===== src/rtl/luna_core.sv =====
// rtl/luna_core.sv - multi-cycle Luna CPU core with req/ready instruction and data memory handshakes
// Optional retired-instruction counter port instret enabled by LUNA_CORE_PERF_EN.
module luna_core #(
    parameter int DATA_W = 16,
    parameter int PC_W   = 8
) (
    input  logic              clk,
    input  logic              rst_n,
    output logic              imem_req,
    output logic [PC_W-1:0]   imem_addr,
    input  logic              imem_ready,
    input  logic [15:0]       imem_data,
    output logic              dmem_req,
    output logic              dmem_we,
    output logic [DATA_W-1:0] dmem_addr,
    output logic [DATA_W-1:0] dmem_wdata,
    input  logic [DATA_W-1:0] dmem_rdata,
    input  logic              dmem_ready,
    output logic [PC_W-1:0]   pc_out,
`ifdef LUNA_CORE_PERF_EN
    output logic              halted,
    output logic [31:0]       instret
`else
    output logic              halted
`endif
);
    typedef enum logic [2:0] {FETCH, DECODE, MEM_RD, EXEC, MEM_WR, HALT} state_t;

    state_t            state_q, state_d;
    logic [DATA_W-1:0] a_q, d_q, m_q, wdata_q, addr_q;
    logic [PC_W-1:0]   pc_q, npc_q;
    logic [15:0]       ir_q;

    logic              is_const, zx, zy, negf, ysel, dst_a, dst_d, dst_m;
    logic              j_lt, j_eq, j_gt, halt_bit;
    logic [1:0]        op;
    logic [DATA_W-1:0] x_val, y_val, raw, result, const_val;
    logic              res_neg, res_zero, take;
    logic [PC_W-1:0]   pc_inc, npc;
    logic              unused_ir;

    assign is_const  = ir_q[15];
    assign op        = ir_q[14:13];
    assign zx        = ir_q[12];
    assign zy        = ir_q[11];
    assign negf      = ir_q[10];
    assign ysel      = ir_q[9];
    assign dst_a     = ir_q[8];
    assign dst_d     = ir_q[7];
    assign dst_m     = ir_q[6];
    assign j_lt      = ir_q[5];
    assign j_eq      = ir_q[4];
    assign j_gt      = ir_q[3];
    assign halt_bit  = ir_q[2];
    assign unused_ir = ^ir_q[1:0];
    assign const_val = DATA_W'(ir_q[14:0]);

    always_comb begin
        x_val = zx ? '0 : d_q;
        y_val = zy ? '0 : (ysel ? m_q : a_q);
        case (op)
            2'b00:   raw = x_val + y_val;
            2'b01:   raw = x_val & y_val;
            2'b10:   raw = x_val | y_val;
            default: raw = x_val ^ y_val;
        endcase
        result   = negf ? -raw : raw;
        res_neg  = result[DATA_W-1];
        res_zero = (result == '0);
        take     = (j_lt & res_neg) | (j_eq & res_zero) | (j_gt & ~res_neg & ~res_zero);
        pc_inc   = pc_q + PC_W'(1);
        // Jump target is A as it stood before this instruction writes back.
        npc      = take ? a_q[PC_W-1:0] : pc_inc;
    end

    always_ff @(posedge clk) begin
        if (!rst_n) state_q <= FETCH;
        else        state_q <= state_d;
    end

    always_comb begin
        state_d = state_q;
        case (state_q)
            FETCH:   if (imem_ready) state_d = DECODE;
            DECODE: begin
                if (is_const)      state_d = FETCH;
                else if (halt_bit) state_d = HALT;
                else if (ysel)     state_d = MEM_RD;
                else               state_d = EXEC;
            end
            MEM_RD:  if (dmem_ready) state_d = EXEC;
            EXEC:    state_d = dst_m ? MEM_WR : FETCH;
            MEM_WR:  if (dmem_ready) state_d = FETCH;
            HALT:    state_d = HALT;
            default: state_d = FETCH;
        endcase
    end

    always_comb begin
        imem_req = 1'b0;
        dmem_req = 1'b0;
        dmem_we  = 1'b0;
        halted   = 1'b0;
        case (state_q)
            FETCH:   imem_req = 1'b1;
            MEM_RD:  dmem_req = 1'b1;
            MEM_WR: begin
                dmem_req = 1'b1;
                dmem_we  = 1'b1;
            end
            HALT:    halted = 1'b1;
            default: ;
        endcase
    end

    assign imem_addr  = pc_q;
    assign pc_out     = pc_q;
    // A may be overwritten by the same instruction, so the write uses the saved copy.
    assign dmem_addr  = (state_q == MEM_WR) ? addr_q : a_q;
    assign dmem_wdata = wdata_q;

    always_ff @(posedge clk) begin
        if (!rst_n) begin
            a_q     <= '0;
            d_q     <= '0;
            m_q     <= '0;
            wdata_q <= '0;
            addr_q  <= '0;
            pc_q    <= '0;
            npc_q   <= '0;
            ir_q    <= '0;
        end else begin
            case (state_q)
                FETCH:  if (imem_ready) ir_q <= imem_data;
                DECODE: if (is_const) begin
                    a_q  <= const_val;
                    pc_q <= pc_inc;
                end
                MEM_RD: if (dmem_ready) m_q <= dmem_rdata;
                EXEC: begin
                    if (dst_a) a_q <= result;
                    if (dst_d) d_q <= result;
                    wdata_q <= result;
                    addr_q  <= a_q;
                    if (dst_m) npc_q <= npc;
                    else       pc_q  <= npc;
                end
                MEM_WR: if (dmem_ready) pc_q <= npc_q;
                default: ;
            endcase
        end
    end

`ifdef LUNA_CORE_PERF_EN
    logic [31:0] instret_q;
    logic        retire;

    assign retire = ((state_q == DECODE) && (is_const || halt_bit)) ||
                    ((state_q == EXEC) && !dst_m) ||
                    ((state_q == MEM_WR) && dmem_ready);

    always_ff @(posedge clk) begin
        if (!rst_n)      instret_q <= '0;
        else if (retire) instret_q <= instret_q + 32'd1;
    end

    assign instret = instret_q;
`endif

endmodule


===== config.mk =====
export PLATFORM = sky130hd
export DESIGN_NAME = luna_core
export DESIGN_NICKNAME = d
export VERILOG_FILES = /design/src/rtl/luna_core.sv
export SDC_FILE = /design/constraint.sdc
export NUM_CORES = 1
export LEC_CHECK = 0
export ABC_CLOCK_PERIOD_IN_PS = 15600
export BUFFER_PORTS_ARGS = -buffer_cell sky130_fd_sc_hd__buf_2
export CORE_UTILIZATION = 50
export CTS_CLUSTER_DIAMETER = 60
export DETAILED_ROUTE_END_ITERATION = 12
export GPL_ROUTABILITY_DRIVEN = 0
export PLACE_DENSITY_LB_ADDON = 0.2
export SLEW_MARGIN = 25
export SYNTH_ARGS = -nofsm -noshare
export SYNTH_HDL_FRONTEND = slang
export SYNTH_SLANG_ARGS = --single-unit

===== constraint.sdc =====
create_clock -name clk -period 15.6 [get_ports clk]
set_clock_uncertainty 0.2 [all_clocks]
set_input_delay 1.56 -clock clk [delete_from_list [all_inputs] [get_ports clk]]
set_output_delay 1.56 -clock clk [all_outputs]
set_load 0.005 [all_outputs]

==> summary.md <==
| Metric | Value |
|---|---|
| Grt met1 use | between 30% and 40% |
| PD cells | 111 nW/um2 |
| Post-synth cell types | 64 |
| DRT iter0 DRCs | roughly 750 |
| Crit path required time | 15.71 ns |
| Worst Max-Slew Pin Slew | 0.994 ns |
| Synth Area per Inst | 7.70 um2 |
| Area delta synth->final | 12.7% |
| Maximum vdd ir drop | ~0.081 mV |
| WL final | 21900 um |
| Status | finished clean |
| Commonest non-fill, non-tap cell in the layout | nand2_1 |
| Worst Hold Class | register to register |
| CP Launch Type | register |
| Placed instance area | around 8000 um2 |
| Grt met3 use | 6.20% |
| Reg clk slew, reported paths | 0.06 ns |
| RSZ-0062 raised after global routing | no |
| GR Overflow Total | 0 |
| Maximum clock rate | 160 MHz |
| GR Layer Usage met2 | 44.7% |
| Largest area contributor in the netlist | dfxtp_1 |
| Mapped Area | 7660 um2 |
| CTS buffer count | 17 |
| Critical path arrival | 6.36 ns |
| Max Cap Viol | 0 |
| Setup Buffers After CTS | 0 |
| Register area | 2300 um2 |
| Busiest grt layer | met2 |
| Post-DP HPWL | 15400 um |
| Nets | 1098 |
| CTS Sinks | 115 |
| P_leak | 3.61 nW |
| Max Slew Vio Count | 0 |
| Vias in the first global route | ~6700 |
| Pin count of the biggest net entering global routing | 76 |
| Setup CP Type | register to register |
| Die area | 15800 um2 |
| Max FO, Critical Path | 30 |
| Num rows | 44 |
| Highest-count cells in the layout ignoring fill and taps | nand2_1 (162), dfxtp_1 (115), buf_2 (86) |
| Slew Limit Headroom | 33.7% |
| Top post-synthesis cells by area | dfxtp_1 (30%), nand2_1 (7.9%), a21boi_0 (5.7%), ha_1 (5.6%), mux2i_1 (4.3%) |
| Core ar. | 14800 um2 |
| CTS tree | built |
| Post_cts resized | 0 |
| CP endpoint kind | register |
| Mean routed wirelength per cell | 17.9 um |
| Clock Latency Late Sink | 0.42 ns |
| Vias | just over 7000 |
| H-tree depth | 4 |
| Syn nets | 1066 |
| Initial Utilization | around half |
| Final core occ | 58.5% |
| Async S/R FF share, synth | 0% |
| Number of diodes | 0 |
| Initial antenna violation count | 0 |
| Final hold violations | 0 |
| Die X | roughly 130 um |
| Port Buffers | 87 |
| Final setup vio count | 0 |
| Setup_tns | 0 ns |
| Synth Register Bits | 115 |
| Commonest register cell after synthesis | dfxtp_1 |
| I/O Pins | 88 |
| Synthesis Warnings | 0 |
| Number of fill cells | 1410 |
| Pre-CTS WS | approximately 9.4 ns |
| Post-CTS Hold Fix Bufs | 0 |
| Gate Count Post-Synth | 995 |
| Dpl cells | approximately 1200 |
| Final clock period utilization by the worst path | 40.0% |
| Final cell count without fillers | 1224 |
| Die height | 126 um |
| Post-synth top area share | 30.0% |
| Min cycle time layout | 6.24 ns |
| Share of layout cells above drive strength 1 | 16.6% |
| Total track usage | 28.5% |
| Final WS setup | 9.36 ns |
| # DRC | 0 |
| Global-route wire length before repair | 35200 um |
| Multi-input gate area | 4830 um2 |
| Post-DRT Antenna Nets | 0 |
| Root buffer cell | clkbuf_16 |
| Post-synth EDFFs | 0 |
| Register area share after synthesis | 30.0% |
| DR vias/cell | 5.89 |
| Post-route cell area | 8630 um2 |
| DR pass1 iterations | 5 |
| Clock Path Buffers | 2 |
==> cell families after synthesis <==
group                      count (synthesis)  synth area share, %
adders and majority gates                 35                 5.81
DFF                                      115                 30.0
AOI/OAI and AO/OA                        240                 21.7
muxes                                     53                 7.54
xor gates and xnor gates                  27                 3.09
and+or+nand+nor                          394                 24.8
buffers and inverters                    131                 7.07
==> through the flow <==
step | hold slack (ns) | total power [W]
floorplan | 0.239 | 0.000506
global placement | 0.248 | 0.000564
detailed placement | 0.254 | 0.000566
CTS | 0.262 | 0.000956
global route | 0.282 | 0.00100
finish | 0.257 | 0.000957
==> synthesized netlist by cell type, drive strengths merged (7+ instances only) <==
| cell type | instances |
|---|---|
| nor3 | 14 |
| mux2i | 33 |
| nand2 | 163 |
| buf | 22 |
| or2 | 19 |
| nor2 | 62 |
| o211ai | 16 |
| mux2 | 18 |
| a211oi | 8 |
| a211o | 7 |
| and2 | 11 |
| nand3 | 38 |
| clkbuf | 60 |
| nand4 | 13 |
| o211a | 9 |
| and3 | 7 |
| o21ai | 38 |
| a22oi | 13 |
| xor2 | 11 |
| o21a | 10 |
| a21boi | 58 |
| and4 | 9 |
| inv | 47 |
| dfxtp | 115 |
| nor3b | 8 |
| xnor2 | 16 |
| a21oi | 46 |
| nor2b | 32 |
| ha | 34 |
==> area by class of cell <==
class,instances,area share [%]
Inverter,49,2.13
Clock buffer,20,5.29
Tap cell,184,2.67
Clock inverter,12,1.51
Sequential cell,115,26.7
Multi-Input combinational cell,749,56.0
Timing Repair Buffer,95,5.77
==> worst max-delay path, stage by stage (launching register included) <==
cell and delay (ns):
dfxtp_1 0.95, mux2i_1 0.25, or2_2 0.14, inv_1 0.04, ha_1 0.21, fa_1 0.48
inv_1 0.03, mux4_2 0.50, ha_1 0.27, and2_1 0.22, o21ai_0 0.10, o41ai_1 0.11
xnor2_1 0.66, nand4_1 0.13, or4_1 0.45, or4b_1 0.50, a31oi_2 0.20, buf_4 0.32
nor2_1 0.10, a211o_1 0.26
==> flip-flops by register name, indices dropped and copies added (netlist names) <==
name / flops
npc_q: 8
m_q: 16
d_q: 16
dmem_wdata: 16
a_q: 16
addr_q: 16
imem_addr: 8
ir_q: 16
state_q: 3
==> routing by layer <==
metal / up-vias / routed length, um
met1: 3379 / 10100
li1: 3524 / -
met5: - / 0
met2: 262 / 9670
met3: 44 / 1530
met4: 0 / 615
==> final timing paths <==
kind	start	depth (start not counted)	slack [ns]	endpoint
max	ir_q[9]$_SDFFE_PN0P_	19	9.36	imem_addr[5]$_SDFFE_PN0P_
min	d_q[1]$_SDFFE_PN0P_	2	0.26	d_q[1]$_SDFFE_PN0P_
max reg2reg	ir_q[9]$_SDFFE_PN0P_	19	9.36	imem_addr[5]$_SDFFE_PN0P_
min reg2reg	d_q[1]$_SDFFE_PN0P_	2	0.26	d_q[1]$_SDFFE_PN0P_
==> power by group <==
| part | internal (W) | leakage, nW | switching (W) | total (W) |
|---|---|---|---|---|
| clock | 0.000243 | 0.287 | 0.000148 | 0.000392 |
| sequential | 0.000312 | 0.931 | 0.0000280 | 0.000340 |
| combinational | 0.0000845 | 2.40 | 0.000141 | 0.000225 |
| total | 0.000640 | 3.61 | 0.000317 | 0.000957 |
Note: power is estimated with default switching activity, not from simulation.
